<file path="config.mk">
export PLATFORM = sky130hd
export DESIGN_NAME = fetch_sequencer
export DESIGN_NICKNAME = d
export VERILOG_FILES = /design/src/rtl/fetch_sequencer.sv
export SDC_FILE = /design/constraint.sdc
export NUM_CORES = 1
export LEC_CHECK = 0
export CAP_MARGIN = 5
export CORE_MARGIN = 4
export CORE_UTILIZATION = 53
export CTS_BUF_LIST = sky130_fd_sc_hd__clkbuf_2
export DETAILED_ROUTE_END_ITERATION = 6
export GPL_TIMING_DRIVEN = 0
export PLACE_DENSITY_LB_ADDON = 0.2
export SYNTH_ARGS = -nofsm -noshare
export SYNTH_HDL_FRONTEND = slang
export SYNTH_SLANG_ARGS = --single-unit
</file>
<file path="constraint.sdc">
create_clock -name clk -period 6 [get_ports clk]
set_input_delay 1.2 -clock clk [delete_from_list [all_inputs] [get_ports clk]]
set_output_delay 1.2 -clock clk [all_outputs]
set_load 0.02 [all_outputs]
</file>
<file path="src/rtl/fetch_sequencer.sv">
// fetch_sequencer: owns the architectural PC, issues imem fetches over req/ack and buffers one word for decode.
// Optional macro FETCH_MISALIGN_TRAP_EN: misaligned redirects pulse fetch_misalign and park the FSM in HALT.
module fetch_sequencer #(
    parameter logic [31:0] RESET_PC = 32'h0000_0000
) (
    input  logic        clk,
    input  logic        rst,
    input  logic        redirect_valid,
    input  logic [31:0] redirect_pc,
    output logic        imem_req,
    output logic [31:0] imem_addr,
    input  logic        imem_ack,
    input  logic [31:0] imem_rdata,
    output logic        if_valid,
    input  logic        if_ready,
    output logic [31:0] if_instr,
    output logic [31:0] if_pc,
    output logic [31:0] if_pc_plus4,
    output logic        fetch_misalign
);
    typedef enum logic [2:0] {
        S_IDLE    = 3'd0,
        S_FETCH   = 3'd1,
        S_HOLD    = 3'd2,
        S_DISCARD = 3'd3
`ifdef FETCH_MISALIGN_TRAP_EN
        , S_HALT  = 3'd4
`endif
    } state_t;

    state_t      state;
    logic [31:0] pc;
    logic [31:0] tgt_pc;
    logic        redir;
    logic        in_flight;

    assign redir     = redirect_valid && (state != S_IDLE);
    // imem_req is only high in FETCH/DISCARD, so this marks a request the memory still owes us
    assign in_flight = imem_req && !imem_ack;

`ifdef FETCH_MISALIGN_TRAP_EN
    logic tgt_bad;
    logic halt_pend;   // misaligned redirect seen while draining: go to HALT once the ack lands
    assign tgt_pc  = redirect_pc;
    assign tgt_bad = (redirect_pc[1:0] != 2'b00);
`else
    assign tgt_pc  = redirect_pc & 32'hFFFF_FFFC;
`endif

    always_ff @(posedge clk) begin
        if (!rst) begin
            state          <= S_IDLE;
            pc             <= RESET_PC;
            imem_req       <= 1'b0;
            imem_addr      <= 32'h0;
            if_valid       <= 1'b0;
            if_instr       <= 32'h0;
            if_pc          <= 32'h0;
            if_pc_plus4    <= 32'h0;
            fetch_misalign <= 1'b0;
`ifdef FETCH_MISALIGN_TRAP_EN
            halt_pend      <= 1'b0;
`endif
        end else begin
            fetch_misalign <= 1'b0;
            if (redir) begin
                pc       <= tgt_pc;
                if_valid <= 1'b0;
`ifdef FETCH_MISALIGN_TRAP_EN
                fetch_misalign <= tgt_bad;
                halt_pend      <= tgt_bad && in_flight;
`endif
                if (in_flight) begin
                    state <= S_DISCARD;
`ifdef FETCH_MISALIGN_TRAP_EN
                end else if (tgt_bad) begin
                    state    <= S_HALT;
                    imem_req <= 1'b0;
`endif
                end else begin
                    state     <= S_FETCH;
                    imem_req  <= 1'b1;
                    imem_addr <= tgt_pc;
                end
            end else begin
                case (state)
                    S_IDLE: begin
                        state     <= S_FETCH;
                        imem_req  <= 1'b1;
                        imem_addr <= pc;
                    end
                    S_FETCH: begin
                        if (imem_ack) begin
                            if_instr    <= imem_rdata;
                            if_pc       <= imem_addr;
                            if_pc_plus4 <= imem_addr + 32'd4;
                            pc          <= pc + 32'd4;
                            if_valid    <= 1'b1;
                            imem_req    <= 1'b0;
                            state       <= S_HOLD;
                        end
                    end
                    S_HOLD: begin
                        if (if_ready) begin
                            if_valid  <= 1'b0;
                            imem_req  <= 1'b1;
                            imem_addr <= pc;
                            state     <= S_FETCH;
                        end
                    end
                    S_DISCARD: begin
                        if (imem_ack) begin
`ifdef FETCH_MISALIGN_TRAP_EN
                            if (halt_pend) begin
                                state     <= S_HALT;
                                imem_req  <= 1'b0;
                                halt_pend <= 1'b0;
                            end else
`endif
                            begin
                                state     <= S_FETCH;
                                imem_addr <= pc;
                            end
                        end
                    end
                    default: ;  // HALT: wait for reset or a redirect
                endcase
            end
        end
    end
endmodule

</file>
After elaboration in Yosys (flattened, before gate mapping) --
Index checks and enable logic that the tools add are counted.
Word-level totals: flip-flop bits (word level) 165, word-level logic and storage cells 63
Cells by class: add/subtract/negate cells 2, equality and inequality tests 9, muxes and demuxes 22, bitwise operators 2, reductions and logical operators 19
Operators by type and width (number):
- $mux 32 | 7
- $pmux 32 s3 | 1
- $add 32x3->32 const B | 2
- $mux 3 | 4
- $pmux 3 s4 | 1
- $reduce_and 4->1 | 3
- $ne 3x3->1 const B | 3
- $reduce_bool 4->1 | 2
- $eq 3x2->1 const B | 2
- $mux 1 | 6
- $ne 2x2->1 const B | 3
- $reduce_and 3->1 | 2
- $reduce_bool 2->1 | 3
- $reduce_bool 5->1 | 1
- $reduce_and 2->1 | 2
- $eq 3x1->1 const B | 1
- $logic_not 3->1 | 1
- $pmux 1 s3 | 1
- $reduce_bool 3->1 | 1
- $logic_and 1x1->1 | 2
- $mux 2 | 1
- $not 1->1 | 2
- $pmux 1 s2 | 1
- $reduce_or 2->1 | 1
- $logic_not 1->1 | 1

Logic depth before layout (Yosys ltp) --
Gate-level depths: netlist (run 1).
depth after elaboration 4, depth in mapped cells 7, gate-level depth less buffers 6

Worst setup path after synthesis (run 1) --
Ideal clock, no wire load.
path type in2reg, start input port imem_ack, end register pc[13], setup time 0.086 ns, arrival time 2.616 ns, setup slack 3.299 ns, cell stages on the path 6, path buffers 1, cells stage by stage clkbuf_1 nand3b_1 nor3_1 nand2_1 xor2_1 a211oi_1
Between the ends: word-level cells in the longest chain between the ends 2
RTL lines:
- start, declared | line 12 | input logic imem_ack,
- $reduce_bool 2->1 (no line)
- $reduce_and 2->1 (no line)
- end signal, assigned | line 67 | pc <= tgt_pc;
- end signal, assigned | line 97 | pc <= pc + 32'd4;
- end, declared | line 32 | logic [31:0] pc;
No other way between the ends. A chain may end at the register's enable or synchronous reset.

Worst setup path in the final report (run 1) --
start register imem_addr[3], end output port imem_addr[3]
RTL lines:
- start, declared | line 11 | output logic [31:0] imem_addr,
- start signal, assigned | line 83 | imem_addr <= tgt_pc;
- start signal, assigned | line 90 | imem_addr <= pc;
- start signal, assigned | line 107 | imem_addr <= pc;
No word-level cell between the ends.

==> flow_results.xml, run 1 <==
<?xml version="1.0" encoding="UTF-8"?>
<metrics>
  <group name="global_routing">
    <metric name="aggregate_global_routing_overflow" unit="">0</metric>
    <metric name="grt_most_used_layer" unit="">met2</metric>
    <metric name="gr-usage-met2" unit="%">49.08</metric>
    <metric name="grt_use_met3" unit="%">6.154</metric>
    <metric name="first_global_vias" unit="">6561</metric>
    <metric name="use_met1" unit="%">36.98</metric>
    <metric name="antenna_violations_before_repair" unit="">0</metric>
    <metric name="globalRouteTotalUtil" unit="%">29.36</metric>
    <metric name="grt_pass1_wl" unit="mm">33.83</metric>
    <metric name="grt_max_degree" unit="">17</metric>
  </group>
  <group name="final_layout">
    <metric name="design.final.nets" unit="">1159</metric>
    <metric name="mostFrequentLayoutCell" unit="">sky130_fd_sc_hd__nand2_1</metric>
    <metric name="ratio_of_cells_with_drive_above_1_in_the_final_layout" unit="%">4.091</metric>
    <metric name="synthToLayoutAreaGrowth" unit="%">34.30</metric>
    <metric name="mostFrequentLayoutCells" unit="">220 x sky130_fd_sc_hd__nand2_1, 189 x sky130_fd_sc_hd__clkdlybuf4s50_1, 156 x sky130_fd_sc_hd__dfxtp_1</metric>
    <metric name="ant_cells" unit="">0</metric>
  </group>
  <group name="sta">
    <metric name="report.final.hold_viol_count" unit="">0</metric>
    <metric name="skew" unit="ns">0.02707</metric>
    <metric name="fin_tns_setup" unit="ns">0</metric>
    <metric name="max_freq" unit="MHz">309.3</metric>
    <metric name="finalSetupViolations" unit="">0</metric>
    <metric name="final-max-slew-violation-count" unit="">0</metric>
    <metric name="maxSlewHeadroom" unit="%">41.08</metric>
    <metric name="tightest_slew" unit="ns">0.8770</metric>
    <metric name="final_period_minus_worst_setup_slack" unit="ns">3.234</metric>
    <metric name="grt_setup_unrepaired" unit="">no</metric>
    <metric name="final_min_period_over_clock_period" unit="%">53.89</metric>
  </group>
  <group name="setup_path">
    <metric name="slowest_cell_on_the_critical_path" unit="">sky130_fd_sc_hd__clkdlybuf4s50_1</metric>
    <metric name="critical_path_cell_count" unit="">1</metric>
    <metric name="r2r.worst_path.cells" unit="">7</metric>
    <metric name="rrSetupSlack" unit="ns">3.39</metric>
    <metric name="crit_chain" unit="">clkdlybuf4s50_1</metric>
    <metric name="worst_r2r_endpoint" unit="">if_pc[16]</metric>
    <metric name="worst_setup_path_startpoint" unit="">imem_addr[3]</metric>
    <metric name="timing.critical_path.to_type" unit="">output pin</metric>
    <metric name="startpoint_type" unit="">register</metric>
    <metric name="crit_family" unit="">buffers and inverters</metric>
    <metric name="endpoint" unit="">imem_addr[3]</metric>
    <metric name="worstPathArrival" unit="ns">2.03</metric>
    <metric name="worst-path-buf-inv" unit="">1</metric>
    <metric name="maximum_fanout_along_the_worst_path" unit="">7</metric>
    <metric name="critical_path_required" unit="ns">4.80</metric>
    <metric name="critical-path-max-stage-delay" unit="ns">0.68</metric>
    <metric name="worst_r2r_startpoint" unit="">state[0]</metric>
    <metric name="worstSetupPathType" unit="">register to output pin</metric>
  </group>
  <group name="place">
    <metric name="port_buffers" unit="">189</metric>
    <metric name="place.gp.congestion" unit="">0.9062</metric>
    <metric name="dpl.hpwl" unit="mm">16.41</metric>
  </group>
  <group name="floorplan">
    <metric name="die_h" unit="µm">121.3</metric>
    <metric name="std_cell_rows" unit="">41</metric>
    <metric name="design.core.area" unit="µm²">12570</metric>
    <metric name="die_x" unit="µm">121.3</metric>
    <metric name="initial_core_util" unit="%">54.10</metric>
    <metric name="floorplan.die_area" unit="µm²">14700</metric>
    <metric name="num_ports" unit="">200</metric>
  </group>
  <group name="yosys">
    <metric name="postSynth.topFlopCell" unit="">sky130_fd_sc_hd__dfxtp_1</metric>
    <metric name="share_of_synthesized_registers_carrying_an_async_set_or_reset" unit="%">0</metric>
    <metric name="syn-cell-area" unit="µm²">6799</metric>
    <metric name="syn_avg_cell_area" unit="µm²">7.779</metric>
    <metric name="post_synth_num_cell_types" unit="">46</metric>
    <metric name="synth-warning-count" unit="">0</metric>
    <metric name="synth_sequential_area_ratio" unit="%">45.93</metric>
    <metric name="synth_enable_flop_cells" unit="">0</metric>
    <metric name="ys_ff_latch" unit="">156</metric>
    <metric name="synth_cells" unit="">874</metric>
  </group>
  <group name="clock_network">
    <metric name="cts-htree-levels" unit="">4</metric>
    <metric name="post_cts_resized" unit="">0</metric>
    <metric name="cts.reportedPaths.clkPinSlew" unit="ns">0.21</metric>
    <metric name="clock-sinks" unit="">156</metric>
    <metric name="cts_buffers" unit="">17</metric>
    <metric name="clock_tree.root_cell" unit="">sky130_fd_sc_hd__clkbuf_2</metric>
    <metric name="postCtsHoldBufs" unit="">0</metric>
    <metric name="cts.repair_timing.setup_buffer_count" unit="">0</metric>
    <metric name="clk_latency" unit="ns">0.75</metric>
    <metric name="tritoncts_clock_tree" unit="">yes</metric>
    <metric name="cts_max_path_buffers" unit="">2</metric>
  </group>
  <group name="route">
    <metric name="detailroute.via_count" unit="">7134</metric>
    <metric name="drt_pass_1_iters" unit="">5</metric>
    <metric name="routed_wire_length_per_instance" unit="µm">17.20</metric>
    <metric name="totalWireLength" unit="mm">21.87</metric>
    <metric name="initialDrtViolationCount" unit="">621</metric>
    <metric name="remaining_drc_errors" unit="">0</metric>
    <metric name="drt-vias-per-instance" unit="">5.608</metric>
    <metric name="antenna_left" unit="">0</metric>
  </group>
  <group name="flow_run">
    <metric name="cap_viol_max_count" unit="">0</metric>
  </group>
  <group name="power">
    <metric name="power.switching" unit="µW">661.3</metric>
    <metric name="internal-power" unit="mW">1.460</metric>
    <metric name="power.ir.vdd_worst" unit="µV">131.5</metric>
    <metric name="p_seq_share" unit="%">55.3</metric>
    <metric name="power.static_leakage" unit="nW">3.135</metric>
    <metric name="power.share.switching" unit="%">31.17</metric>
    <metric name="p_total" unit="mW">2.121</metric>
    <metric name="clock_power_share" unit="%">25.7</metric>
    <metric name="comb_power_share" unit="%">19.0</metric>
    <metric name="power_density" unit="nW/µm²">232.3</metric>
  </group>
  <group name="run_status">
    <metric name="result_of_the_run" unit="">finished clean</metric>
  </group>
  <group name="hold_path">
    <metric name="hp-class" unit="">register to register</metric>
  </group>
</metrics>
[cells in the mapped netlist (2+ instances only)]
library cell / count / area [µm²]
sky130_fd_sc_hd__nor2_1: 57 / 214.0
sky130_fd_sc_hd__nand2_1: 220 / 825.8
sky130_fd_sc_hd__nand3_1: 31 / 155.2
sky130_fd_sc_hd__buf_1: 2 / 7.510
sky130_fd_sc_hd__clkbuf_1: 59 / 221.5
sky130_fd_sc_hd__and3_1: 11 / 68.82
sky130_fd_sc_hd__and4_1: 7 / 61.31
sky130_fd_sc_hd__o21ai_0: 43 / 215.2
sky130_fd_sc_hd__a31oi_1: 2 / 12.51
sky130_fd_sc_hd__nor4_1: 6 / 37.54
sky130_fd_sc_hd__xnor2_1: 18 / 157.7
sky130_fd_sc_hd__a21oi_1: 107 / 535.5
sky130_fd_sc_hd__xor2_1: 31 / 271.5
sky130_fd_sc_hd__and2_1: 2 / 12.51
sky130_fd_sc_hd__a311oi_1: 31 / 271.5
sky130_fd_sc_hd__buf_4: 9 / 67.56
sky130_fd_sc_hd__dfxtp_1: 156 / 3123
sky130_fd_sc_hd__inv_1: 7 / 26.28
sky130_fd_sc_hd__or3_1: 3 / 18.77
sky130_fd_sc_hd__o21ai_1: 2 / 10.01
sky130_fd_sc_hd__nand4_1: 18 / 112.6
sky130_fd_sc_hd__buf_2: 3 / 15.01
sky130_fd_sc_hd__nor3_1: 14 / 70.07
sky130_fd_sc_hd__or4_4: 2 / 22.52
sky130_fd_sc_hd__ha_1: 2 / 25.02
sky130_fd_sc_hd__a211oi_1: 8 / 60.06
sky130_fd_sc_hd__mux2i_1: 3 / 30.03
sky130_fd_sc_hd__nand3b_1: 2 / 15.01
[layer usage]
metal | routed length, µm | vias up
li1 | - | 3426
met1 | 8866 | 3326
met2 | 10560 | 328
met3 | 1781 | 54
met4 | 663 | 0
met5 | 0 | -
[worst min-delay path by stage]
| stage | start | to | slack, ns | depth (start not counted) |
|---|---|---|---|---|
| after global placement | if_instr[14] | if_instr[14] | 0.44 | 2 |
| after global routing | if_pc[18] | if_pc[18] | 0.49 | 2 |
| after CTS | if_pc[18] | if_pc[18] | 0.47 | 2 |
| after detailed placement | if_pc[18] | if_pc[18] | 0.45 | 2 |
| final | if_instr[15] | if_instr[15] | 0.47 | 2 |
| after floorplan | pc[31] | imem_addr[31] | 0.47 | 2 |
[stage by stage]
step / utilization [%] / instances / hold WS, ns / setup slack [ns] / instance area [µm²]
floorplan: - / 880 / 0.4706 / 3.299 / 6822
global placement: 71.04 / 1241 / 0.4410 / 2.404 / 8929
detailed placement: 71.04 / 1241 / 0.4457 / 2.378 / 8929
CTS: 72.65 / 1272 / 0.4682 / 2.704 / 9131
global route: 72.65 / 1272 / 0.4876 / 2.628 / 9131
finish: 72.65 / 1272 / 0.4660 / 2.767 / 9131
[area by class of cell]
class	instances	area (µm²)
plain buffers	74	316.6
clock buffers	20	100.1
well taps	172	215.2
clock inverters	11	102.6
multi-input cells	642	3352
inverters	8	30.03
fillers	1058	3437
flip-flops and latches	156	3123
repair buffers	189	1892
[cells by family (layout without fill, tap and decap cells)]
kind of cell    count (synthesis)  in the layout  synth area share, %
simple gates                  382            382                24.83
compound gates                198            198                16.80
flops                         156            156                45.93
buf+inv                        82            302                5.097
xor+xnor                       49             49                6.312
mux                             4              4               0.6073
fa+ha+maj                       2              2               0.3680
other cells                     1              7              0.05516
[power by group through the flow]
stage | Combinational, mW | Sequential, mW | Clock (mW)
after floorplan | 0.166 | 1.22 | 0
after global placement | 0.394 | 1.19 | 0
after detailed placement | 0.400 | 1.19 | 0
after CTS | 0.402 | 1.17 | 0.549
after global routing | 0.434 | 1.18 | 0.591
final | 0.404 | 1.17 | 0.545
[state kept, by name, summed over array words and instances, names as in the netlist]
name	cells
if_valid	1
pc	30
imem_addr	30
state	2
if_instr	32
if_pc	30
if_pc_plus4	30
imem_req	1
Power figures use the tool's default switching activity.
==> inputs of run 2 (changes only) <==
Settings changed: CORE_UTILIZATION 53 to 49.
Clock period 6 ns to 3.1 ns, I/O delays scaled along.
==> run 2 against run 1 <==
Compared with the run above: cell count rose by 0.31%; combinational power rose by 93%; via count fell by 1.9%; flip-flop and latch count did not move; sequential share of layout area fell by 0.20 points; utilization fell by 4.1 points; total power rose by 100%; critical path depth did not move; die area rose by 7.6%; clock power rose by 120%; non-clock buffer count did not move; clock skew rose by 0.0032 ns; critical endpoint is now imem_addr[23]; largest cell class unchanged; largest power group unchanged.
==> flow_results.xml, run 2 (synthesis results as in run 1) <==
<?xml version="1.0" encoding="UTF-8"?>
<metrics>
  <group name="run_status">
    <metric name="result_of_the_run" unit="">finished clean</metric>
  </group>
  <group name="sta">
    <metric name="grt_setup_unrepaired" unit="">no</metric>
    <metric name="final-max-slew-violation-count" unit="">0</metric>
    <metric name="skew" unit="ns">0.03022</metric>
    <metric name="finalSetupViolations" unit="">0</metric>
    <metric name="tightest_slew" unit="ns">0.8811</metric>
    <metric name="final_critical_path_setup_slack" unit="ns">0.4054</metric>
    <metric name="max_freq" unit="MHz">371.1</metric>
    <metric name="fin_hold_ws" unit="ns">0.3712</metric>
    <metric name="final_period_minus_worst_setup_slack" unit="ns">2.695</metric>
    <metric name="maxSlewHeadroom" unit="%">40.81</metric>
    <metric name="report.final.hold_viol_count" unit="">0</metric>
    <metric name="final_min_period_over_clock_period" unit="%">86.92</metric>
  </group>
  <group name="floorplan">
    <metric name="std_cell_rows" unit="">42</metric>
    <metric name="design.core.area" unit="µm²">13400</metric>
    <metric name="num_ports" unit="">200</metric>
    <metric name="floorplan.die_area" unit="µm²">15820</metric>
    <metric name="die_x" unit="µm">125.8</metric>
    <metric name="die_h" unit="µm">125.8</metric>
    <metric name="initial_core_util" unit="%">50.74</metric>
  </group>
  <group name="hold_path">
    <metric name="min_path_cells" unit="">3</metric>
    <metric name="hold_end" unit="">if_instr[20]</metric>
    <metric name="hp-class" unit="">input pin to register</metric>
    <metric name="hold_start" unit="">imem_rdata[20]</metric>
  </group>
  <group name="route">
    <metric name="remaining_drc_errors" unit="">0</metric>
    <metric name="drt_pass_1_iters" unit="">5</metric>
    <metric name="routed_wire_length_per_instance" unit="µm">16.89</metric>
    <metric name="detailroute.via_count" unit="">6997</metric>
    <metric name="drt-vias-per-instance" unit="">5.484</metric>
    <metric name="antenna_left" unit="">0</metric>
    <metric name="initialDrtViolationCount" unit="">579</metric>
    <metric name="totalWireLength" unit="mm">21.56</metric>
  </group>
  <group name="clock_network">
    <metric name="clock_tree.root_cell" unit="">sky130_fd_sc_hd__clkbuf_2</metric>
    <metric name="cts.repair_timing.setup_buffer_count" unit="">0</metric>
    <metric name="clk_latency" unit="ns">0.76</metric>
    <metric name="cts_max_path_buffers" unit="">2</metric>
    <metric name="post_cts_resized" unit="">0</metric>
    <metric name="clock-sinks" unit="">156</metric>
    <metric name="cts.reportedPaths.clkPinSlew" unit="ns">0.22</metric>
    <metric name="cts-htree-levels" unit="">4</metric>
    <metric name="tritoncts_clock_tree" unit="">yes</metric>
    <metric name="cts_buffers" unit="">17</metric>
    <metric name="postCtsHoldBufs" unit="">0</metric>
  </group>
  <group name="power">
    <metric name="power.ir.vdd_worst" unit="µV">230.0</metric>
    <metric name="p_total" unit="mW">4.261</metric>
    <metric name="power.static_leakage" unit="nW">3.164</metric>
    <metric name="power_density" unit="nW/µm²">463.9</metric>
  </group>
  <group name="final_layout">
    <metric name="design.final.nets" unit="">1159</metric>
    <metric name="ant_cells" unit="">0</metric>
    <metric name="synthToLayoutAreaGrowth" unit="%">35.11</metric>
    <metric name="ratio_of_cells_with_drive_above_1_in_the_final_layout" unit="%">4.273</metric>
    <metric name="largest_register_ff_count" unit="">32</metric>
    <metric name="design_area" unit="µm²">9186</metric>
    <metric name="mostFrequentLayoutCell" unit="">sky130_fd_sc_hd__nand2_1</metric>
    <metric name="mostFrequentLayoutCells" unit="">220 x sky130_fd_sc_hd__nand2_1, 189 x sky130_fd_sc_hd__clkdlybuf4s50_1, 156 x sky130_fd_sc_hd__dfxtp_1</metric>
    <metric name="utilization_of_the_core_after_routing" unit="%">68.55</metric>
    <metric name="regMostFlops" unit="">if_instr</metric>
  </group>
  <group name="setup_path">
    <metric name="rrSetupSlack" unit="ns">0.46</metric>
    <metric name="worst_r2r_endpoint" unit="">imem_addr[8]</metric>
    <metric name="crit_chain" unit="">clkdlybuf4s50_1</metric>
    <metric name="maximum_fanout_along_the_worst_path" unit="">7</metric>
    <metric name="worstSetupPathType" unit="">register to output pin</metric>
    <metric name="timing.critical_path.to_type" unit="">output pin</metric>
    <metric name="worstPathArrival" unit="ns">2.07</metric>
    <metric name="startpoint_type" unit="">register</metric>
    <metric name="critical-path-max-stage-delay" unit="ns">0.69</metric>
    <metric name="r2r.worst_path.cells" unit="">7</metric>
    <metric name="critical_path_required" unit="ns">2.48</metric>
    <metric name="worst-path-buf-inv" unit="">1</metric>
    <metric name="slowest_cell_on_the_critical_path" unit="">sky130_fd_sc_hd__clkdlybuf4s50_1</metric>
    <metric name="crit_family" unit="">buffers and inverters</metric>
    <metric name="worst_r2r_startpoint" unit="">state[1]</metric>
  </group>
  <group name="global_routing">
    <metric name="grt_max_degree" unit="">17</metric>
    <metric name="grt_pass1_wl" unit="mm">33.66</metric>
    <metric name="aggregate_global_routing_overflow" unit="">0</metric>
    <metric name="first_global_vias" unit="">6355</metric>
    <metric name="antenna_violations_before_repair" unit="">0</metric>
    <metric name="globalRouteTotalUtil" unit="%">26.42</metric>
  </group>
  <group name="place">
    <metric name="place_worst_setup_slack" unit="ns">-0.05096</metric>
    <metric name="port_buffers" unit="">189</metric>
    <metric name="dpl.hpwl" unit="mm">16.24</metric>
    <metric name="dpl_cell_area" unit="µm²">8934</metric>
    <metric name="place.gp.congestion" unit="">0.8770</metric>
  </group>
  <group name="flow_run">
    <metric name="cap_viol_max_count" unit="">0</metric>
  </group>
</metrics>
run 2: changes by cell type in the layout (fill, tap and decap cells not counted):
| cell | previous run | this run |
|---|---|---|
| sky130_fd_sc_hd__bufinv_16 | 2 | 4 |
| sky130_fd_sc_hd__clkinv_1 | 4 | 2 |
| sky130_fd_sc_hd__clkbuf_2 | 21 | 22 |
| sky130_fd_sc_hd__clkinvlp_4 | 1 | 0 |
run 2: worst max path at each step:
| stage | start | to | slack (ns) | cells past startpoint |
|---|---|---|---|---|
| after global routing | state[0] | if_pc[20] | 0.26 | 7 |
| after detailed placement | redirect_valid | imem_addr[8] | -0.05 | 7 |
| after global placement | redirect_valid | imem_addr[8] | 0.04 | 7 |
| after CTS | imem_addr[23] | imem_addr[23] | 0.38 | 1 |
| final | imem_addr[23] | imem_addr[23] | 0.41 | 1 |
| after floorplan | imem_addr[11] | if_pc_plus4[31] | 0.84 | 6 |
run 2: where the power goes:
part / switching, mW / internal (mW) / total [mW]
registers: 0.146 / 2.12 / 2.27
logic: 0.433 / 0.345 / 0.779
clock network: 0.685 / 0.529 / 1.21
total: 1.26 / 3.00 / 4.26
run 2: layer usage:
| metal | up-vias | global-route usage [%] | wire length (µm) |
|---|---|---|---|
| li1 | 3435 | - | - |
| met1 | 3225 | 34.57 | 9046 |
| met2 | 288 | 43.20 | 10190 |
| met3 | 49 | 4.953 | 1613 |
| met4 | 0 | 10.79 | 709 |
| met5 | - | 0 | 0 |
run 2: final cells by class:
type	count	area [µm²]
plain buffers	74	316.6
fillers	1169	4214
well taps	176	220.2
clock buffers	21	105.1
clock inverters	10	147.6
flip-flops and latches	156	3123
multi-input cells	642	3352
repair buffers	189	1892
inverters	8	30.03
run 2: metrics by stage:
stage / TNS, ns / cells
after global routing: 0 / 1276
after detailed placement: -0.05096 / 1245
after global placement: 0 / 1245
after floorplan: 0 / 880
after CTS: 0 / 1276
final: 0 / 1276
==> inputs of run 3 (changes only) <==
Settings changed: CORE_MARGIN 4 to default.
==> run 3 against run 2 <==
Compared with the run above: setup slack worse by 0.024 ns; flip-flop and latch count stayed put; non-clock buffer count stayed put; fmax is 0.89% lower; count of clock-buffer cells in the layout is 3 lower; clock skew is 0.0026 ns higher; critical endpoint unchanged.
==> flow_results.xml, run 3 (synthesis results as in run 1) <==
<?xml version="1.0" encoding="UTF-8"?>
<metrics>
  <group name="route">
    <metric name="initialDrtViolationCount" unit="">612</metric>
    <metric name="drt_pass_1_iters" unit="">5</metric>
    <metric name="antenna_left" unit="">0</metric>
    <metric name="routed_wire_length_per_instance" unit="µm">16.54</metric>
    <metric name="drt-vias-per-instance" unit="">5.513</metric>
    <metric name="totalWireLength" unit="mm">21.13</metric>
    <metric name="detailroute.via_count" unit="">7045</metric>
    <metric name="remaining_drc_errors" unit="">0</metric>
  </group>
  <group name="setup_path">
    <metric name="startpoint_type" unit="">register</metric>
    <metric name="worst-path-buf-inv" unit="">1</metric>
    <metric name="worstSetupPathType" unit="">register to output pin</metric>
    <metric name="timing.critical_path.to_type" unit="">output pin</metric>
    <metric name="maximum_fanout_along_the_worst_path" unit="">7</metric>
    <metric name="crit_family" unit="">buffers and inverters</metric>
    <metric name="worst_r2r_startpoint" unit="">state[0]</metric>
    <metric name="crit_chain" unit="">clkdlybuf4s50_1</metric>
    <metric name="worst_setup_path_startpoint" unit="">imem_addr[23]</metric>
    <metric name="worstPathArrival" unit="ns">2.10</metric>
    <metric name="critical-path-max-stage-delay" unit="ns">0.70</metric>
    <metric name="critical_path_required" unit="ns">2.48</metric>
    <metric name="slowest_cell_on_the_critical_path" unit="">sky130_fd_sc_hd__clkdlybuf4s50_1</metric>
  </group>
  <group name="clock_network">
    <metric name="cts_buffers" unit="">17</metric>
    <metric name="cts.reportedPaths.clkPinSlew" unit="ns">0.23</metric>
    <metric name="cts_max_path_buffers" unit="">2</metric>
    <metric name="clock_tree.root_cell" unit="">sky130_fd_sc_hd__clkbuf_2</metric>
    <metric name="clk_latency" unit="ns">0.76</metric>
    <metric name="postCtsHoldBufs" unit="">0</metric>
    <metric name="cts-htree-levels" unit="">4</metric>
    <metric name="tritoncts_clock_tree" unit="">yes</metric>
    <metric name="post_cts_resized" unit="">0</metric>
    <metric name="clock-sinks" unit="">156</metric>
    <metric name="cts.repair_timing.setup_buffer_count" unit="">0</metric>
  </group>
  <group name="run_status">
    <metric name="result_of_the_run" unit="">finished clean</metric>
  </group>
  <group name="sta">
    <metric name="tightest_slew" unit="ns">0.8350</metric>
    <metric name="report.final.hold_viol_count" unit="">0</metric>
    <metric name="fin_tns_setup" unit="ns">0</metric>
    <metric name="maxSlewHeadroom" unit="%">43.91</metric>
    <metric name="grt_setup_unrepaired" unit="">no</metric>
    <metric name="finalSetupViolations" unit="">0</metric>
    <metric name="final-max-slew-violation-count" unit="">0</metric>
    <metric name="max_freq" unit="MHz">367.8</metric>
    <metric name="fin_hold_ws" unit="ns">0.3692</metric>
    <metric name="final_min_period_over_clock_period" unit="%">87.71</metric>
    <metric name="skew" unit="ns">0.03278</metric>
    <metric name="final_period_minus_worst_setup_slack" unit="ns">2.719</metric>
  </group>
  <group name="flow_run">
    <metric name="cap_viol_max_count" unit="">0</metric>
  </group>
  <group name="final_layout">
    <metric name="synthToLayoutAreaGrowth" unit="%">36.40</metric>
    <metric name="mostFrequentLayoutCell" unit="">sky130_fd_sc_hd__nand2_1</metric>
    <metric name="regMostFlops" unit="">if_instr</metric>
    <metric name="ratio_of_cells_with_drive_above_1_in_the_final_layout" unit="%">4.360</metric>
    <metric name="design_area" unit="µm²">9274</metric>
    <metric name="design.final.nets" unit="">1159</metric>
    <metric name="mostFrequentLayoutCells" unit="">220 x sky130_fd_sc_hd__nand2_1, 189 x sky130_fd_sc_hd__clkdlybuf4s50_1, 156 x sky130_fd_sc_hd__dfxtp_1</metric>
    <metric name="largest_register_ff_count" unit="">32</metric>
  </group>
  <group name="global_routing">
    <metric name="globalRouteTotalUtil" unit="%">29.71</metric>
    <metric name="first_global_vias" unit="">6218</metric>
    <metric name="grt_max_degree" unit="">17</metric>
    <metric name="aggregate_global_routing_overflow" unit="">0</metric>
    <metric name="antenna_violations_before_repair" unit="">1</metric>
    <metric name="grt_pass1_wl" unit="mm">33.03</metric>
  </group>
  <group name="place">
    <metric name="dpl_cell_area" unit="µm²">8934</metric>
    <metric name="place.gp.congestion" unit="">0.9358</metric>
    <metric name="port_buffers" unit="">189</metric>
    <metric name="dpl.hpwl" unit="mm">15.71</metric>
  </group>
  <group name="floorplan">
    <metric name="die_h" unit="µm">119.8</metric>
    <metric name="floorplan.die_area" unit="µm²">14350</metric>
    <metric name="std_cell_rows" unit="">42</metric>
    <metric name="die_x" unit="µm">119.8</metric>
    <metric name="num_ports" unit="">200</metric>
    <metric name="design.core.area" unit="µm²">13400</metric>
    <metric name="initial_core_util" unit="%">50.74</metric>
  </group>
  <group name="power">
    <metric name="power_density" unit="nW/µm²">489.3</metric>
    <metric name="p_total" unit="mW">4.538</metric>
    <metric name="power.static_leakage" unit="nW">3.190</metric>
    <metric name="power.ir.vdd_worst" unit="µV">237.6</metric>
  </group>
  <group name="hold_path">
    <metric name="hold_start" unit="">imem_ack</metric>
    <metric name="hp-class" unit="">input pin to register</metric>
  </group>
</metrics>
[run 3: cell types whose count changed in the layout (fill, tap and decap cells not counted), sizes merged]
cell | previous run | this run
bufinv | 4 | 7
diode | 0 | 1
clkbuf | 81 | 78
clkinvlp | 0 | 2
clkinv | 6 | 5
[run 3: where the power goes]
part / switching (mW) / internal (mW) / total, mW / leakage (nW)
clock network: 0.724 / 0.765 / 1.49 / 0.189
logic: 0.433 / 0.345 / 0.779 / 1.73
registers: 0.148 / 2.12 / 2.27 / 1.27
total: 1.31 / 3.23 / 4.54 / 3.19
[run 3: area by class of cell]
type / instances / area (µm²)
fillers: 1200 / 4126
clock inverters: 14 / 247.7
flip-flops and latches: 156 / 3123
plain buffers: 74 / 316.6
multi-input cells: 642 / 3352
clock buffers: 18 / 90.09
repair buffers: 189 / 1892
well taps: 176 / 220.2
diodes: 1 / 2.502
inverters: 8 / 30.03
[run 3: worst paths after layout]
| kind | end | slack (ns) | depth (start not counted) |
|---|---|---|---|
| hold reg to reg | if_instr[31] | 0.47 | 2 |
| setup reg to reg | if_pc[25] | 0.45 | 7 |
| setup / recovery | imem_addr[23] | 0.38 | 1 |
| hold / removal | state[1] | 0.37 | 3 |
[run 3: metrics by stage]
stage | cells | util (%) | setup slack (ns)
detailed placement | 1245 | 66.67 | 0.06829
finish | 1278 | 69.21 | 0.3811
CTS | 1277 | 69.19 | 0.3735
global placement | 1245 | 66.67 | 0.07180
global route | 1278 | 69.21 | 0.2784
floorplan | 880 | - | 0.8402
[run 3: metal layers]
layer / global-route usage, % / wire length (µm) / vias to the layer above
met5: 0 / 0 / -
met4: 11.33 / 514 / 0
met3: 4.895 / 1597 / 40
met2: 49.02 / 10010 / 339
met1: 38.87 / 9007 / 3247
li1: - / - / 3419
